### config.mk
export PLATFORM = sky130hd
export DESIGN_NAME = vga_vram_sched
export DESIGN_NICKNAME = d
export VERILOG_FILES = /design/src/rtl/vga_pkg.sv /design/src/rtl/vga_vram_sched.sv
export SDC_FILE = /design/constraint.sdc
export NUM_CORES = 1
export LEC_CHECK = 0
export BUFFER_PORTS_ARGS = -buffer_cell sky130_fd_sc_hd__buf_2
export CAP_MARGIN = 10
export CELL_PAD_IN_SITES_DETAIL_PLACEMENT = 1
export CELL_PAD_IN_SITES_GLOBAL_PLACEMENT = 1
export CORE_MARGIN = 1
export CORE_UTILIZATION = 28
export CTS_BUF_LIST = sky130_fd_sc_hd__clkbuf_16
export DETAILED_ROUTE_END_ITERATION = 7
export PLACE_DENSITY = 0.65
export SYNTH_ARGS = -nofsm -noshare
export SYNTH_HDL_FRONTEND = slang
export SYNTH_SLANG_ARGS = --single-unit
export TNS_END_PERCENT = 30
### constraint.sdc
create_clock -name i_clk -period 2 [get_ports i_clk]
set_input_delay 0.1 -clock i_clk [delete_from_list [all_inputs] [get_ports i_clk]]
set_output_delay 0.1 -clock i_clk [all_outputs]
set_load 0.05 [all_outputs]
### src/rtl/vga_pkg.sv
// Shared constants for the VGA text controller: op codes, default geometry, scheduler states.
package vga_pkg;
  localparam logic [1:0] OP_NONE   = 2'd0;
  localparam logic [1:0] OP_CLEAR  = 2'd1;
  localparam logic [1:0] OP_SCROLL = 2'd2;

  localparam logic [7:0] RES_X_MAX_DEF = 8'd80;
  localparam logic [7:0] RES_Y_MAX_DEF = 8'd25;
  localparam logic [7:0] FILL_CHAR_DEF = 8'h20;

  localparam logic [2:0] ST_IDLE     = 3'd0;
  localparam logic [2:0] ST_CLR      = 3'd1;
  localparam logic [2:0] ST_SCR_RD   = 3'd2;
  localparam logic [2:0] ST_SCR_WAIT = 3'd3;
  localparam logic [2:0] ST_SCR_WR   = 3'd4;
  localparam logic [2:0] ST_SCR_FILL = 3'd5;
  localparam logic [2:0] ST_DONE     = 3'd6;
endpackage

### src/rtl/vga_vram_sched.sv
// VRAM port scheduler: CPU writes take priority over a clear / scroll-up bulk engine.
// Scroll support is compiled in only when VGA_SCROLL_EN is defined.
module vga_vram_sched
  import vga_pkg::*;
#(
  parameter logic [7:0] RES_X_MAX = RES_X_MAX_DEF,
  parameter logic [7:0] RES_Y_MAX = RES_Y_MAX_DEF,
  parameter int         ADDR_W    = 12,
  parameter logic [7:0] FILL_CHAR = FILL_CHAR_DEF
) (
  input  logic              i_clk,
  input  logic              i_rst_n,
  input  logic              i_cpu_we,
  input  logic [ADDR_W-1:0] i_cpu_addr,
  input  logic [7:0]        i_cpu_data,
  input  logic              i_op_start,
  input  logic [1:0]        i_op_code,
  output logic              o_op_busy,
  output logic              o_op_done,
  output logic [ADDR_W-1:0] o_vram_addr,
  output logic [7:0]        o_vram_data,
  output logic              o_vram_we,
  output logic [ADDR_W-1:0] o_vram_raddr,
  input  logic [7:0]        i_vram_rdata
);
  localparam logic [ADDR_W-1:0] N_CHARS = ADDR_W'(RES_X_MAX) * ADDR_W'(RES_Y_MAX);
  localparam logic [ADDR_W-1:0] ROW_W   = ADDR_W'(RES_X_MAX);
  localparam logic [ADDR_W-1:0] LAST    = N_CHARS - ADDR_W'(1);

  logic [2:0]        state;
  logic [ADDR_W-1:0] a;

`ifdef VGA_SCROLL_EN
  localparam logic [ADDR_W-1:0] COPY_LAST = N_CHARS - ROW_W - ADDR_W'(1);
  logic [ADDR_W-1:0] raddr;
  logic [7:0]        cap;
  logic              cap_vld;
  logic [7:0]        copy_data;

  assign o_vram_raddr = raddr;
  // Read data is latched on the first SCR_WR edge so a CPU stall cannot disturb it.
  assign copy_data    = cap_vld ? cap : i_vram_rdata;

  always_ff @(posedge i_clk) begin
    if (!i_rst_n) begin
      raddr   <= '0;
      cap     <= '0;
      cap_vld <= 1'b0;
    end else if (state == ST_SCR_RD) begin
      raddr   <= a + ROW_W;
      cap_vld <= 1'b0;
    end else if (state == ST_SCR_WR && !cap_vld) begin
      cap     <= i_vram_rdata;
      cap_vld <= 1'b1;
    end
  end
`else
  logic unused_rdata;
  assign unused_rdata = ^i_vram_rdata;
  assign o_vram_raddr = '0;
`endif

  always_ff @(posedge i_clk) begin
    if (!i_rst_n) begin
      state       <= ST_IDLE;
      a           <= '0;
      o_op_busy   <= 1'b0;
      o_op_done   <= 1'b0;
      o_vram_we   <= 1'b0;
      o_vram_addr <= '0;
      o_vram_data <= '0;
    end else begin
      o_vram_we <= 1'b0;
      o_op_done <= 1'b0;
      // Any CPU strobe owns the port this cycle; the engine simply holds.
      if (i_cpu_we) begin
        o_vram_we   <= (i_cpu_addr < N_CHARS);
        o_vram_addr <= i_cpu_addr;
        o_vram_data <= i_cpu_data;
      end
      case (state)
        ST_IDLE: begin
          if (i_op_start && i_op_code == OP_CLEAR) begin
            state     <= ST_CLR;
            o_op_busy <= 1'b1;
            a         <= '0;
          end
`ifdef VGA_SCROLL_EN
          else if (i_op_start && i_op_code == OP_SCROLL) begin
            state     <= ST_SCR_RD;
            o_op_busy <= 1'b1;
            a         <= '0;
          end
`endif
        end
        ST_CLR, ST_SCR_FILL: begin
          if (!i_cpu_we) begin
            o_vram_we   <= 1'b1;
            o_vram_addr <= a;
            o_vram_data <= FILL_CHAR;
            if (a == LAST) begin
              state     <= ST_DONE;
              o_op_done <= 1'b1;
            end else begin
              a <= a + ADDR_W'(1);
            end
          end
        end
`ifdef VGA_SCROLL_EN
        ST_SCR_RD:   state <= ST_SCR_WAIT;
        ST_SCR_WAIT: state <= ST_SCR_WR;
        ST_SCR_WR: begin
          if (!i_cpu_we) begin
            o_vram_we   <= 1'b1;
            o_vram_addr <= a;
            o_vram_data <= copy_data;
            a           <= a + ADDR_W'(1);
            state       <= (a == COPY_LAST) ? ST_SCR_FILL : ST_SCR_RD;
          end
        end
`endif
        ST_DONE: begin
          state     <= ST_IDLE;
          o_op_busy <= 1'b0;
        end
        default: begin
          state     <= ST_IDLE;
          o_op_busy <= 1'b0;
        end
      endcase
    end
  end
endmodule
---- After elaboration in Yosys (flattened, before gate mapping) ----
Index checks and enable logic that the tools add are counted.
cells by class
  multiplexer cells ....................... 20
  bitwise operators ....................... 2
  eq/ne operators ......................... 8
  magnitude comparators ................... 1
  add/sub/neg operators ................... 1
  reductions and logical operators ........ 8
operator list
  operator                                                number
  2-to-1 mux 12 bit                                       6
  2-to-1 mux 8 bit                                        3
  case mux 12 bit (2 select lines)                        1
  adder 12 x 1 -> 12 bit (second input constant)          1
  equality test 12 x 11 -> 1 bit (second input constant)  1
  < comparator 12 x 11 -> 1 bit (second input constant)   1
  2-to-1 mux 3 bit                                        3
  != test 2 bit (second input constant)                   4
  case mux 3 bit (2 select lines)                         1
  2-to-1 mux 1 bit                                        5
  AND reduction 4 bit                                     1
  equality test 3 x 1 -> 1 bit (second input constant)    1
  equality test 3 bit (second input constant)             1
  logical NOT 3 bit                                       1
  AND reduction 3 bit                                     1
  OR reduction 3 bit                                      1
  equality test 2 x 1 -> 1 bit (second input constant)    1
  inverter 1 bit                                          2
  case mux 1 bit (2 select lines)                         1
  AND reduction 2 bit                                     1
  nonzero test 2 bit                                      1
  OR reduction 2 bit                                      1
  logical AND 1 bit                                       1
storage, ports and cells
  word-level logic and storage cells ...... 47
  flip-flop bits (word level) ............. 38
  output and inout port bits .............. 35
  input bits .............................. 34

---- Logic depth before layout (Yosys ltp) ----
  depth in word-level cells ............... 4
  depth in mapped cells ................... 5
  mapped depth without buffers ............ 5

---- Least setup slack after synthesis ----
Ideal clock, no wire load.
  kind .................................... reg-to-reg
  from .................................... register a[5]
  to ...................................... register a[7]
  setup time .............................. 0.138 ns
  path slack .............................. 0.223 ns
  arrival ................................. 1.639 ns
  data required time ...................... 1.862 ns
  path buffers ............................ 1
  stages on the path, launching flop included .. 6
  cell sequence ........................... dfxtp_1 or4b_1 buf_6 o31a_1 o2111ai_1 o221ai_1
on the way
  longest elaborated chain between the ends .. 4
  elaborated cells between the ends (all ways) .. 7
RTL lines
  item                              line                   RTL
  start: declaration                vga_vram_sched.sv:31   logic [ADDR_W-1:0] a;
  start signal: assignment          vga_vram_sched.sv:105  a <= a + ADDR_W'(1);
  adder 12 x 1 -> 12 bit            vga_vram_sched.sv:105
  2-to-1 mux 12 bit                 vga_vram_sched.sv:101  if (a == LAST) begin
  2-to-1 mux 12 bit                 vga_vram_sched.sv:97   if (!i_cpu_we) begin
  case mux 12 bit (2 select lines)  vga_vram_sched.sv:81   case (state)
Parallel ways exist; a longest one is shown, timed or not. The select of a mux whose other input is x is not followed.
A chain may end at the register's enable or synchronous reset.

---- Worst setup path in the final report ----
  from .................................... register a[0]
  to ...................................... register a[9]
Same word-level chain as after synthesis.

==> metrics.md <==
| Metric | Value |
|---|---|
| Footprint of the multi-input gates | approximately 1000 um^2 |
| Minimum clock period | 1.87 ns |
| Root buffer cell | clkbuf_16 |
| Hold Startpoint | i_cpu_data[2] |
| CP peak stage delay | 0.45 ns |
| Final HPWL DP | 4.22 mm |
| Clk sink count | 37 |
| Synth Area per Inst | 8.13 um^2 |
| Nets | 324 |
| Worst-path clk slew | 0.05 ns |
| Initial Util | 29.3% |
| Sequential cell area fraction in the yosys report | about two fifths |
| # IOs | 69 |
| Critical Path Sink Type | register |
| # fillers | 796 |
| Layout area overhead | 27.0% |
| Reg2Reg Depth | 6 |
| Core area | between 6000 and 7000 um^2 |
| Worst setup SP type | register |
| Final Max Slew Viols | 0 |
| Vias in the first global route | 1904 |
| Worst hold path class | input pin to register |
| Met2 global-route usage | between 20% and 30% |
| Initial DRT Pass Iterations | 4 |
| Ys flop type | dfxtp_1 |
| Worst-margin pin slew | 0.625 ns |
| Worst reg2reg endpoint | a[9] |
| Synthesized flop and latch total | 37 |
| GR peak layer | met2 |
| Die W | 83.7 um |
| Post-route cell area | between 2000 and 2500 um^2 |
| Reg2Reg Setup Slack | 0.13 ns |
| Clk buf depth | 2 |
| WL/cell | 16.0 um |
| Register area | 741 um^2 |
| Post-Synthesis Cells | between 200 and 250 |
| Diode count | 0 |
| Chip height | 83.7 um |
| Worst Hold Depth | 3 |
| CP arrival | 2.00 ns |
| Kind of cell adding the most delay to the critical path | simple AND/OR/NAND/NOR gates |
| GRT met3 Usage | under 10% |
| Fmax | 0.536 GHz |
| Row count | 29 |
| Post-synth EDFFs | 0 |
| Critical Path RT | 2.13 ns |
| H-tree levels | 2 |
| CTS tree | yes |
| Number of remaining DRC errors | 0 |
| Leakage | 0.949 nW |
| Setup TNS | 0 ns |
| Initial antenna violation count | 0 |
| Min Hold Slack | 0.0679 ns |
| Port-buffer cells | 48 |
| Gr usage total | 17.7% |
| Worst-Skew Late Latency | approximately 0.28 ns |
| Initial DRC count | 73 |
| Ratio of cells with drive above 1 in the final layout | 28.5% |
| Routability congestion estimate from global placement | 0.780 |
| CP bufs+invs | 1 |
| Critical-path top delay cell | nor3_2 |
| Post-CTS setup repair buffer count | 0 |
| Status | finished clean |
| Largest net degree at the start of global routing | 34 |
| Crit path kind | register to register |
| Synth Cell Area | about 1900 um^2 |
| Max-Cap Viols | 0 |
| Final setup viols | 0 |
| FFs w/ async S/R, synth | 0% |
| Worst vdd ir | 0.603 mV |
| Vias per cell | 5.26 |
| Rel. slew slack | 57.9% |
| Reg2reg start | a[0] |
| First-pass GRT wire length | 9.87 mm |
| Pwr per Cell Area | 777 nW/um^2 |
| Fin crit share | approximately 93% |
| Placed Area | around 2200 um^2 |
| Via count | 1921 |
| Synth warnings | 0 |
| Synth unique cells | 48 |
| RSZ-0062 raised after global routing | no |
| Min-Delay Endpoint | o_vram_data[2] |
| Final Hold Viols | 0 |
| Worst-path cell chain | ha_1 > nand3_1 > buf_4 > nor4_4 > nor3_2 > o221ai_1 |
| Post-route clock skew | approximately 0.0029 ns |
| GRT overflow | 0 |
| ANT nets after route | 0 |
| GR Util met1 | 22.8% |
| DIE AREA | 7010 um^2 |
| TritonCTS Buffers | 5 |
| Routed wire length | 5.84 mm |
| Critical path peak fanout | 6 |
[power breakdown]
part / leakage (nW) / internal [W] / total [W] / switching, W
clock: 0.0655 / 0.000445 / 0.000733 / 0.000288
combinational: 0.580 / 0.0000791 / 0.000329 / 0.000250
sequential: 0.303 / 0.000768 / 0.000783 / 0.0000149
[sequential cells by signal, indices dropped and copies added, names as in the netlist, named ones only]
register	flops
a	12
o_vram_addr	9
o_vram_data	8
state	2
o_op_busy	1
o_op_done	1
o_vram_we	1
[metrics by stage]
| step | util, % | instances | power [W] | worst slack [ns] |
|---|---|---|---|---|
| after floorplan | - | 241 | 0.00105 | 0.223 |
| after global placement | 35.1 | 359 | 0.00112 | 0.116 |
| after detailed placement | 35.1 | 359 | 0.00113 | 0.0999 |
| after CTS | 37.1 | 365 | 0.00187 | 0.0817 |
| after global routing | 37.2 | 365 | 0.00193 | 0.0377 |
| final | 37.2 | 365 | 0.00185 | 0.133 |
[placed cells by master (no fill, tap or decap), types with 2 or more instances in the layout]
cell type	synthesis	final
buf_2	2	48
nand2_1	44	44
dfxtp_1	37	37
nor2_1	20	20
buf_4	12	20
nand3_1	12	12
conb_1	1	12
a311oi_1	11	11
a21oi_1	10	10
nor3_1	6	6
o211ai_1	6	6
nor4_1	5	5
o21ai_0	5	5
clkbuf_16	0	5
inv_1	4	4
o2111ai_1	4	4
nor2b_1	2	2
o31a_1	2	2
nand4_1	2	2
or3_1	2	2
nand4b_1	2	2
o221ai_1	2	2
nand3b_1	2	2
o21ai_1	2	2
[metal layers]
layer,vias to the layer above,part of all wire [%]
li1,937,-
met2,44,48
met4,0,1.4
met5,-,0
met3,6,4.2
met1,934,46
[cell families after synthesis]
logic type	after synthesis	share of synthesized area, %
flops	37	39.6
simple gates	106	28.6
buf+inv	31	9.16
xor+xnor	1	0.468
other cells	1	0.200
compound gates	53	21.3
fa+ha+maj	1	0.669
[timing repair]
action	CTS	global route
hold buffers	0	0
gates resized for setup	0	1
endpoints found under the setup margin	0	1
[worst register-to-register path, delay by kind of cell (launching register included)]
| kind | cells | cell delay (ns) |
|---|---|---|
| compound gates | 1 | 0.23 |
| fa+ha+maj | 1 | 0.24 |
| buf+inv | 1 | 0.20 |
| flops | 1 | 0.33 |
| simple gates | 3 | 0.72 |
[worst max-delay path by stage]
stage,from,to,slack (ns),cells after the start
4_1_cts,a[4],a[7],0.08,4
5_1_grt,a[0],a[9],0.04,6
3_3_place_gp,a[4],a[7],0.12,4
3_5_place_dp,a[4],a[7],0.1,4
2_1_floorplan,a[5],a[7],0.22,5
6_report,a[0],a[9],0.13,6
[layout make-up]
cell class / instances / area share [%]
Multi-Input combinational cell: 173 / 42.2
Sequential cell: 37 / 31.2
Timing Repair Buffer: 68 / 16.4
Clock buffer: 5 / 5.27
Tap cell: 77 / 4.05
Inverter: 4 / 0.632
Clock inverter: 1 / 0.211
[cell usage after synthesis (all sizes together), types with 2 or more instances]
library cell	count	area, um^2
nand3	12	60.1
o221ai	2	17.5
inv	4	15.0
a211oi	2	20.0
nor3b	2	20.0
or3	2	12.5
nor2	20	75.1
buf	17	119
o2111ai	4	35.0
nor3	7	40.0
o21ai	7	35.0
nand3b	2	15.0
nor2b	2	12.5
dfxtp	37	741
a21oi	10	50.1
o211ai	7	57.6
nand2	44	165
clkbuf	10	37.5
nor4	6	52.6
nand4	3	25.0
o31a	2	17.5
nand4b	2	17.5
o31ai	2	20.0
a311oi	11	96.3
(Power assumes the default switching activity.)
